==> src/rtl/paint_scheduler.sv <==
// Front-end for the circle painter: round-robin arbitration of two command
// sources into a small FIFO, and one-at-a-time issue over the painter's valid/ready pins.
module paint_scheduler #(
  parameter int FIFO_DEPTH   = 4,
  parameter int MAX_RADIUS   = 64,
  parameter int BUSY_TIMEOUT = 8
) (
  input  logic                          clk_in,
  input  logic                          rst_in,
  input  logic [1:0]                    req_valid_in,
  input  logic [10:0]                   req0_hcount_in,
  input  logic [10:0]                   req1_hcount_in,
  input  logic [9:0]                    req0_vcount_in,
  input  logic [9:0]                    req1_vcount_in,
  input  logic [16:0]                   req0_radius_in,
  input  logic [16:0]                   req1_radius_in,
  output logic [1:0]                    req_ready_out,
  input  logic                          painter_ready_in,
  output logic                          painter_valid_out,
  output logic [10:0]                   painter_hcount_out,
  output logic [9:0]                    painter_vcount_out,
  output logic [16:0]                   painter_radius_out,
  output logic [$clog2(FIFO_DEPTH):0]   fifo_count_out,
  output logic [7:0]                    drop_count_out,
  output logic                          busy_out
);

  localparam int PW = $clog2(FIFO_DEPTH);
  localparam int CW = PW + 1;
  localparam int TW = $clog2(BUSY_TIMEOUT + 1);
  localparam logic [16:0] MAX_R = 17'(MAX_RADIUS);

  typedef struct packed {
    logic [10:0] h;
    logic [9:0]  v;
    logic [16:0] r;
  } cmd_t;

  typedef enum logic [1:0] {IDLE, WAIT_BUSY, WAIT_DONE} state_t;

  state_t        state_q, state_d;
  logic [TW-1:0] tmo_q, tmo_d;
  logic          valid_q, valid_d;
  cmd_t          out_q, out_d;
  logic [PW-1:0] wr_ptr_q, wr_ptr_d, rd_ptr_q, rd_ptr_d;
  logic [CW-1:0] count_q, count_d;
  logic [7:0]    drop_q, drop_d;
  logic          last_grant_q, last_grant_d;
  cmd_t          mem_q [FIFO_DEPTH];

  cmd_t       req_cmd [2];
  cmd_t       in_cmd, push_cmd;
  logic [1:0] grant, xfer;
  logic       full, push_any, sel, is_drop, push, pop;

  assign req_cmd[0] = {req0_hcount_in, req0_vcount_in, req0_radius_in};
  assign req_cmd[1] = {req1_hcount_in, req1_vcount_in, req1_radius_in};

  // A lone requester always wins; on a tie the one that did not win last time goes.
  for (genvar gi = 0; gi < 2; gi++) begin : g_grant
    assign grant[gi] = req_valid_in[gi] &&
                       (!req_valid_in[1-gi] || (last_grant_q != 1'(gi)));
  end

  assign full          = (count_q == CW'(FIFO_DEPTH));
  assign req_ready_out = full ? 2'b00 : grant;
  assign xfer          = req_valid_in & req_ready_out;
  assign push_any      = |xfer;
  assign sel           = xfer[1];
  assign in_cmd        = req_cmd[sel];
  assign is_drop       = push_any && (in_cmd.r == '0);
  assign push          = push_any && !is_drop;
  assign pop           = (state_q == IDLE) && (count_q != '0) && painter_ready_in;

  always_comb begin
    push_cmd = in_cmd;
    if (in_cmd.r > MAX_R) push_cmd.r = MAX_R;
  end

  always_comb begin
    wr_ptr_d     = wr_ptr_q;
    rd_ptr_d     = rd_ptr_q;
    drop_d       = drop_q;
    last_grant_d = push_any ? sel : last_grant_q;
    count_d      = count_q + CW'(push) - CW'(pop);
    if (push) wr_ptr_d = wr_ptr_q + 1'b1;
    if (pop)  rd_ptr_d = rd_ptr_q + 1'b1;
    if (is_drop && (drop_q != 8'hFF)) drop_d = drop_q + 8'd1;
  end

  always_comb begin
    state_d = state_q;
    tmo_d   = tmo_q;
    valid_d = 1'b0;
    out_d   = out_q;
    case (state_q)
      IDLE: begin
        if (pop) begin
          out_d   = mem_q[rd_ptr_q];
          valid_d = 1'b1;
          tmo_d   = '0;
          state_d = WAIT_BUSY;
        end
      end
      WAIT_BUSY: begin
        // A painter that never drops ready has ignored the launch; give up on it.
        if (!painter_ready_in) begin
          state_d = WAIT_DONE;
        end else begin
          tmo_d = tmo_q + 1'b1;
          if ((tmo_q + 1'b1) == TW'(BUSY_TIMEOUT)) state_d = IDLE;
        end
      end
      WAIT_DONE: begin
        if (painter_ready_in) state_d = IDLE;
      end
      default: state_d = IDLE;
    endcase
  end

  always_ff @(posedge clk_in) begin
    if (push) mem_q[wr_ptr_q] <= push_cmd;
  end

  always_ff @(posedge clk_in) begin
    if (rst_in) begin
      state_q      <= IDLE;
      tmo_q        <= '0;
      valid_q      <= 1'b0;
      out_q        <= '0;
      wr_ptr_q     <= '0;
      rd_ptr_q     <= '0;
      count_q      <= '0;
      drop_q       <= '0;
      last_grant_q <= 1'b1;
    end else begin
      state_q      <= state_d;
      tmo_q        <= tmo_d;
      valid_q      <= valid_d;
      out_q        <= out_d;
      wr_ptr_q     <= wr_ptr_d;
      rd_ptr_q     <= rd_ptr_d;
      count_q      <= count_d;
      drop_q       <= drop_d;
      last_grant_q <= last_grant_d;
    end
  end

  assign painter_valid_out  = valid_q;
  assign painter_hcount_out = out_q.h;
  assign painter_vcount_out = out_q.v;
  assign painter_radius_out = out_q.r;
  assign fifo_count_out     = count_q;
  assign drop_count_out     = drop_q;
  assign busy_out           = (state_q != IDLE) || (count_q != '0);

endmodule

==> config.mk <==
export PLATFORM = sky130hd
export DESIGN_NAME = paint_scheduler
export DESIGN_NICKNAME = d
export VERILOG_FILES = /design/src/rtl/paint_scheduler.sv
export SDC_FILE = /design/constraint.sdc
export NUM_CORES = 1
export LEC_CHECK = 0
export CAP_MARGIN = 10
export CELL_PAD_IN_SITES_DETAIL_PLACEMENT = 1
export CELL_PAD_IN_SITES_GLOBAL_PLACEMENT = 1
export CORE_MARGIN = 2
export CORE_UTILIZATION = 44
export DETAILED_ROUTE_END_ITERATION = 16
export PLACE_DENSITY_LB_ADDON = 0.1
export SLEW_MARGIN = 10
export SYNTH_ARGS = -nofsm -noshare
export SYNTH_HDL_FRONTEND = slang
export SYNTH_SLANG_ARGS = --single-unit
==> constraint.sdc <==
create_clock -name clk_in -period 4.3 [get_ports clk_in]
set_clock_uncertainty 0.05 [all_clocks]
set_input_delay 1.075 -clock clk_in [delete_from_list [all_inputs] [get_ports clk_in]]
set_output_delay 1.075 -clock clk_in [all_outputs]
set_load 0.05 [all_outputs]
==> impl_results.md <==
* Die Height at 143 um
* Area of the core at 18800 um2
* Post-DR wirelength/cell at 18.8 um
* Post-CTS Hold Fix Bufs at 0
* Final Hold Viols at 0
* Commonest cells after routing, fill and taps aside: 160 x nand2_1, 152 x edfxtp_1, 131 x clkdlybuf4s50_1, 59 x dfxtp_1, 53 x a21oi_1
* Worst-margin pin slew at 1070 ps
* Critical path data arrival time at 2680 ps
* Final-report max-slew violation count at 0
* Setup violators final at 0
* GP Congestion at 0.749
* IO Port Bufs at 133
* Sum of buffers and inverters on the critical path at 2
* Yosys top cell by area: edfxtp_1
* Crit share post-route at 88.4%
* Worst path slowest cell: clkdlybuf4s50_1
* Worst-case reg-to-reg path depth at 6
* Clock sink count at 213
* ANT nets after route at 0
* Initial core utilization at 45.1%
* Sequential fraction of the synthesis area at 68.1%
* Setup TNS Final at 0 ps
* DR pass1 iterations at 4
* GRT Resource Usage Total at 20.4%
* Data required time of the worst path at 3170 ps
* Most used DFF post-synth: edfxtp_1
* Distinct cells, synth at 47
* Max-slew headroom at 28.4%
* NumNets Final at 883
* Via count at 5494
* Share of cells above drive strength 1 at 12.5%
* Maxcap violations at 0
* Setup bufs post-CTS at 0
* Maximum root-to-sink buffer count at 3
* Crit Path Category: input pin to output port
* PnR Total Power at 0.00714 W
* Clock Latency Late Sink at 500 ps
* Iteration-0 DRC Markers at 255
* Post-synth top area share at 53.7%
* Final WL at 20100 um
* GRT overflow at 0
* Worst Hold Depth at 2
* # IOs at 134
* Max incr delay on CP at 810 ps
* N_diodes at 0
* Root cell of the clock tree: clkbuf_16
* Critical Path End Type: output port
* Critical path, cell by cell: clkdlybuf4s50_1 > nand2_1 > a21oi_1 > clkdlybuf4s50_1
* Clock transition at path regs at 60 ps
* Initial antenna violation count at 0
* Core Rows at 50
* PostCTS Resize Cnt at 0
* Largest net degree at the start of global routing at 50
* VDD IR-drop max at 0.299 mV
* Async S/R FF share, synth at 0%
* Mapped cell area at 8500 um2
* RSZ-0062 raised after global routing: false
* Min-Delay Path Class: flip-flop to flip-flop
* Area contributors post-synth: edfxtp_1 54%, dfxtp_1 14%, mux4_2 10%
* CP top delay family: buffers and inverters
* CP startpoint kind: input pin
* Maximum clock rate at 0.263 GHz
* Die extent in x at 143 um
* DP Wirelength at 12500 um
* Pleak at 3.87 nW
* Fill count at 1841
* Critical path depth in cells at 4
* Via/cell ratio at 5.13
* First-pass GRT wire length at 32400 um
* H-tree level count at 1
* Total CTS buffers at 24
* Final min period at 3800 ps
* Drt drc at 0
* Post-synthesis cell count at 620
* Syn avg cell area at 13.7 um2
* Most common cell after layout, fill and taps aside: nand2_1
* Yosys warning count at 0
* PwrDens at 642 nW/um2
* CTS tree: yes
* CP max FO at 4
* Outcome: finished clean
* Post-synth EDFFs at 152
* Total die area at 20400 um2
* Layout area overhead at 30.8%
* CP dominant cell by count: clkdlybuf4s50_1
* Number of global-route vias before repair at 6078
* Yosys reg bits at 213
==> cells in the mapped netlist (3+ instances only) <==
master and count:
nand2_1 160, edfxtp_1 152, dfxtp_1 61, a21oi_1 53, mux4_2 38, clkbuf_1 28, nor2_1 19, inv_1 9
nand3_1 9, ha_1 8, nor4_1 6, and2_1 5, nand2b_1 5, nor3_1 5, o31ai_1 5, or3_1 5
or4_1 5, xnor2_1 5, and3_1 3, buf_1 3, mux2i_1 3, nor2b_1 3
==> state kept, by name, summed over array words and instances (netlist names) <==
name and flops:
wr_ptr_q 2, tmo_q 4, last_grant_q 1, painter_hcount_out 11
painter_valid_out 1, state_q 2, painter_radius_out 17, rd_ptr_q 2
mem_q 152, painter_vcount_out 10, fifo_count_out 3, drop_count_out 8
==> routing by layer <==
metal / GRT usage (%) / vias to the layer above / part of all wire [%]
li1: - / 2574 / -
met1: 25.0 / 2754 / 41
met2: 37.8 / 135 / 54
met3: 2.55 / 31 / 4.0
met4: 5.52 / 0 / 1.7
met5: 0 / - / 0
==> metrics by stage <==
| step | worst slack [ps] | instance area, um2 | util [%] | hold slack, ps | instances |
|---|---|---|---|---|---|
| 2_1_floorplan | 641 | 8650 | - | 381 | 659 |
| 3_3_place_gp | 298 | 10200 | 54.4 | 395 | 1027 |
| 3_5_place_dp | 184 | 10200 | 54.4 | 400 | 1027 |
| 4_1_cts | 507 | 11100 | 59.1 | 409 | 1071 |
| 5_1_grt | 428 | 11100 | 59.1 | 431 | 1071 |
| 6_report | 497 | 11100 | 59.1 | 405 | 1071 |
==> power breakdown <==
part	leakage [nW]	switching (W)	total (W)	internal (W)
clock	0.424	0.000808	0.00225	0.00144
sequential	1.91	0.000274	0.00301	0.00274
combinational	1.53	0.00113	0.00189	0.000759
total	3.87	0.00221	0.00714	0.00493
==> worst reg2reg max path, stage by stage, from the launching register on <==
cell,delay [ps]
dfxtp_1,390
or3b_1,550
nand2_4,140
nor3_1,60
nor3_1,210
buf_4,190
and2_2,860
==> cells by family (layout without fill, tap and decap cells) <==
family / Yosys count / in the layout / share of synthesized area, %
adder cells (fa/ha/maj): 9 / 9 / 1.41
AO/OA/AOI/OAI: 70 / 70 / 4.90
other: 1 / 40 / 0.0441
multiplexers: 44 / 44 / 10.9
XOR/XNOR: 6 / 6 / 0.618
AND/OR/NAND/NOR: 233 / 233 / 12.0
buffers and inverters: 44 / 196 / 2.12
flip-flops: 213 / 213 / 68.1
==> area by class of cell <==
type                            instances  area [um2]  share of cell area, %
Clock buffer                           30         654                   5.88
Tap cell                              260         325                   2.92
Multi-Input combinational cell        402        2690                   24.2
Inverter                               11        41.3                  0.371
Timing Repair Buffer                  141        1400                   12.6
Sequential cell                       213        5790                   52.1
Clock inverter                         14         226                   2.04
==> path summary, 6_finish.rpt <==
check | endpoint | start | slack, ps
worst min register to register | painter_hcount_out[5]$_SDFFE_PP0P_ | painter_hcount_out[5]$_SDFFE_PP0P_ | 410
worst max-delay path | req_ready_out[0] | req_valid_in[0] | 500
worst max register to register | mem_q[2][28]$_DFFE_PP_ | fifo_count_out[2]$_SDFF_PP0_ | 1450
worst min-delay path | painter_hcount_out[5]$_SDFFE_PP0P_ | painter_hcount_out[5]$_SDFFE_PP0P_ | 410
Note: power is estimated with default switching activity, not from simulation.
==> RTL change 1 (config.mk and constraints unchanged) <==
Reset style: asynchronous (`rst_in`), changed in one clocked block.
--- a/src/rtl/paint_scheduler.sv
+++ b/src/rtl/paint_scheduler.sv
@@ -122,7 +122,7 @@
     if (push) mem_q[wr_ptr_q] <= push_cmd;
   end
 
-  always_ff @(posedge clk_in) begin
+  always_ff @(posedge clk_in or posedge rst_in) begin
     if (rst_in) begin
       state_q      <= IDLE;
       tmo_q        <= '0;
Function: differs if rst_in is asserted again (counterexample within 4 cycles, from zero or initial values and one cycle with rst_in high); with rst_in held inactive, the same outputs for 4 cycles.
==> RTL change 1 against the original RTL <==
  * Routed wire length is 4.7% lower
  * Critical path type unchanged
  * Die area increased by 0.36%
  * Power rose by 13%
  * Sequential cell count stayed put
  * Worst setup slack better by 0.047 ns
  * Synthesized area grew 0.37%
  * Critical path depth unchanged
  * Highest routed layer unchanged
  * Final area fell by 0.54%
==> RTL change 1: results (changes against the original RTL) <==
- Status: finished, final reports clean
- GPL Wtd Cong: 0.760 (+1.5%)
- Post-synthesis mux area share: 0.103 (-0.00524)
- Fill count: 1830 (-0.60%)
- Multi-input combinational area share: 0.222 (-0.0196)
- Worst Hold Endpoint: painter_hcount_out[5]
- Adder-cell area share of the yosys netlist: 0.0141 (-0.0000518)
- Total chip power: 0.00807 W (+13%)
- Cell Area, Synth: 8530 µm² (+0.37%)
- Clock tree cell share of total cell area: 0.0649 (-0.0143)
- Total track usage: 0.193 (-0.0104)
- Register area: 6090 µm² (+5.3%)
- Switching share of power: 0.355 (+0.0454)
- Met3 Usage GRT: 0.0329 (+0.00738)
- 1st-iter DRT viols: 218 (-15%)
- Peak supply drop: 0.303 mV (+1.2%)
- Netlist cell types: 44 (-6.4%)
- Reg2reg setup slack: 1.24 ns (-0.21 ns)
- Met3 wire len: 768 µm (-4.5%)
- Min Hold Slack: 0.419 ns (+0.0134 ns)
- DR vias: 5140 (-6.4%)
- WL met1: 7.97 mm (-2.2%)
- Non-clk invs: 12 (+1)
- Sequential cell area fraction in the yosys report: 0.714 (+0.0334)
- Met1 global-route usage: 0.248 (-0.00257)
- First-pass GRT wire length: 30.0 mm (-7.2%)
- Met2 wire length: 10.1 mm (-6.1%)
- Crit path arrival time: 2.63 ns (-0.05 ns)
- Part of the power in registers: 0.416 (-0.005)
-- RTL change 1: changes by cell type in the layout (fill, tap and decap cells not counted), moves of 5 or more --
cell | unedited run | this run
dfxtp_1 | 59 | 0
o31ai_1 | 5 | 0
a21oi_1 | 53 | 4
dfrtp_1 | 0 | 58
a22o_1 | 0 | 6
nand2_1 | 160 | 189
nor2_1 | 19 | 9
or4_1 | 5 | 0
xnor2_1 | 5 | 14
o211ai_1 | 0 | 5
-- RTL change 1: logic make-up (layout without fill, tap and decap cells) --
family | Yosys count | in the layout
other | 1 | 40
XOR/XNOR | 14 | 14
AO/OA/AOI/OAI | 29 | 29
multiplexers | 40 | 40
buffers and inverters | 36 | 194
AND/OR/NAND/NOR | 228 | 228
adder cells (fa/ha/maj) | 9 | 9
flip-flops | 213 | 213
-- RTL change 1: per-stage QoR --
stage | util | setup slack [ns]
floorplan | - | 0.865
global placement | 0.547 | 0.498
detailed placement | 0.547 | 0.345
CTS | 0.585 | 0.548
global route | 0.585 | 0.481
finish | 0.585 | 0.544
==> RTL change 2 (config.mk and constraints unchanged) <==
Without the edit above. Set the parameter `FIFO_DEPTH` to 2 (it was 4).
--- a/src/rtl/paint_scheduler.sv
+++ b/src/rtl/paint_scheduler.sv
@@ -1,7 +1,7 @@
 // Front-end for the circle painter: round-robin arbitration of two command
 // sources into a small FIFO, and one-at-a-time issue over the painter's valid/ready pins.
 module paint_scheduler #(
-  parameter int FIFO_DEPTH   = 4,
+  parameter int FIFO_DEPTH   = 2,
   parameter int MAX_RADIUS   = 64,
   parameter int BUSY_TIMEOUT = 8
 ) (
Ports: changed (resized fifo_count_out); port bits go from 134 to 133. The function was not compared with the original's and may differ.
==> RTL change 2 against the original RTL <==
  * Maximum frequency is 0.85% higher
  * Critical path type unchanged
  * Largest cell class unchanged
  * Routed wire length is 31% lower
  * Combinational power is 12% lower
  * Worst setup slack better by 0.032 ns
  * Critical path depth stayed put
  * Sequential share of layout area is 7.0 points lower
  * Sequential power is 35% lower
  * Synthesized area is 36% lower
  * Final area is 31% lower
  * Sequential cell count is 79 lower
  * Power is 27% lower
==> RTL change 2: results (changes against the original RTL) <==
- Status: finished, final reports clean
- Largest net degree at the start of global routing: 78 (+56%)
- Met2 wire length: 7.19 mm (-33%)
- Post-synth top cells: nand2_1, edfxtp_1, dfxtp_1, nor2_1, mux2i_1
- GRT met2 Usage: 0.378 (about the same)
- Max Freq: 265 MHz (+0.85%)
- Detail-routed via count per cell: 5.28 (+2.8%)
- Setup slack after placement: 0.439 ns (+0.256 ns)
- Sequential cell area fraction in the yosys report: 0.635 (-0.0455)
- Met3 wire len: 718 µm (-11%)
- Reg2reg setup slack: 1.29 ns (-0.16 ns)
- Reg2reg end: fifo_count_out[1]
- GPL Wtd Cong: 0.788 (+5.3%)
- Leakage: 2.76 nW (-29%)
- Final WL: 13.8 mm (-31%)
- Post-Synth XOR/XNOR Area: 0.00808 (+0.00190)
- R2R Path Start: fifo_count_out[0]
- DR vias: 4152 (-24%)
- Final HPWL DP: 8.88 mm (-29%)
- Total track usage: 0.219 (+0.0152)
- WL met1: 5.51 mm (-32%)
- First-pass GRT wire length: 21.9 mm (-32%)
- Nets: 712 (-19%)
- Peak supply drop: 0.248 mV (-17%)
- CTS buffer count: 17 (-29%)
- Post-synth EDFFs: 76 (-50%)
- Net Sw Power: 0.00177 W (-20%)
- Netlist cell types: 41 (-13%)
- Layout cells sized above 1: 0.0828 (-0.0417)
- Area contributors post-synth: edfxtp_1, dfxtp_1, mux2i_1, nand2_1, a211oi_1
- Comb group: 0.00167 W (-12%)
- Met1 global-route usage: 0.256 (+0.00579)
- Crit-path max FO: 5 (+1)
- Worst Hold Endpoint: painter_radius_out[15]
- CTS resizes: 0 (unchanged)
- H-tree levels: 4 (+3)
- Min Hold Slack: 0.449 ns (+0.0436 ns)
- 1st-iter DRT viols: 187 (-27%)
- Compound-Gate Fraction of Synth Area: 0.0822 (+0.0331)
- Area of the multi-input gates: 1930 µm² (-28%)
- Max reg flops: 76 (-50%)
- Placed inst area: 7010 µm² (-32%)
- CTS max path bufs: 2 (-1)
- HP Start: painter_radius_out[15]
- Adder-cell area share of the yosys netlist: 0.00923 (-0.00490)
- Post-synthesis mux area share: 0.0865 (-0.0221)
- Vias in the first global route: 4423 (-27%)
- Clock group total power: 0.00155 W (-31%)
- IO buf count: 132 (-0.75%)
- Normalized max-slew margin: 0.489 (+0.205)
## RTL change 2: cell types whose count changed after synthesis, sizes merged, moves of 4 or more
cell / before / now
a21oi: 53 / 17
nand2: 161 / 81
edfxtp: 152 / 76
nor2: 19 / 55
a211oi: 2 / 38
ha: 8 / 4
mux4: 38 / 0
inv: 10 / 6
and2: 5 / 0
mux2i: 3 / 42
clkbuf: 28 / 22
## RTL change 2: cell type report
class / count / share of cell area
repair buffers: 141 / 0.186
well taps: 147 / 0.0241
multi-input cells: 326 / 0.253
clock inverters: 9 / 0.0192
clock buffers: 23 / 0.0639
inverters: 7 / 0.00344
flip-flops and latches: 134 / 0.451
## RTL change 2: worst register-to-register path, cell delays in order, from the launching register on
cell and delay [ns]:
dfxtp_1 0.41, nand2b_1 0.26, nand3_1 0.33, inv_1 0.26, nand4_1 0.15, o22a_1 0.23, o21ai_0 0.31, ha_1 0.30
inv_1 0.06, ha_1 0.15, xor2_1 0.18, xnor2_1 0.14, nor2_1 0.06
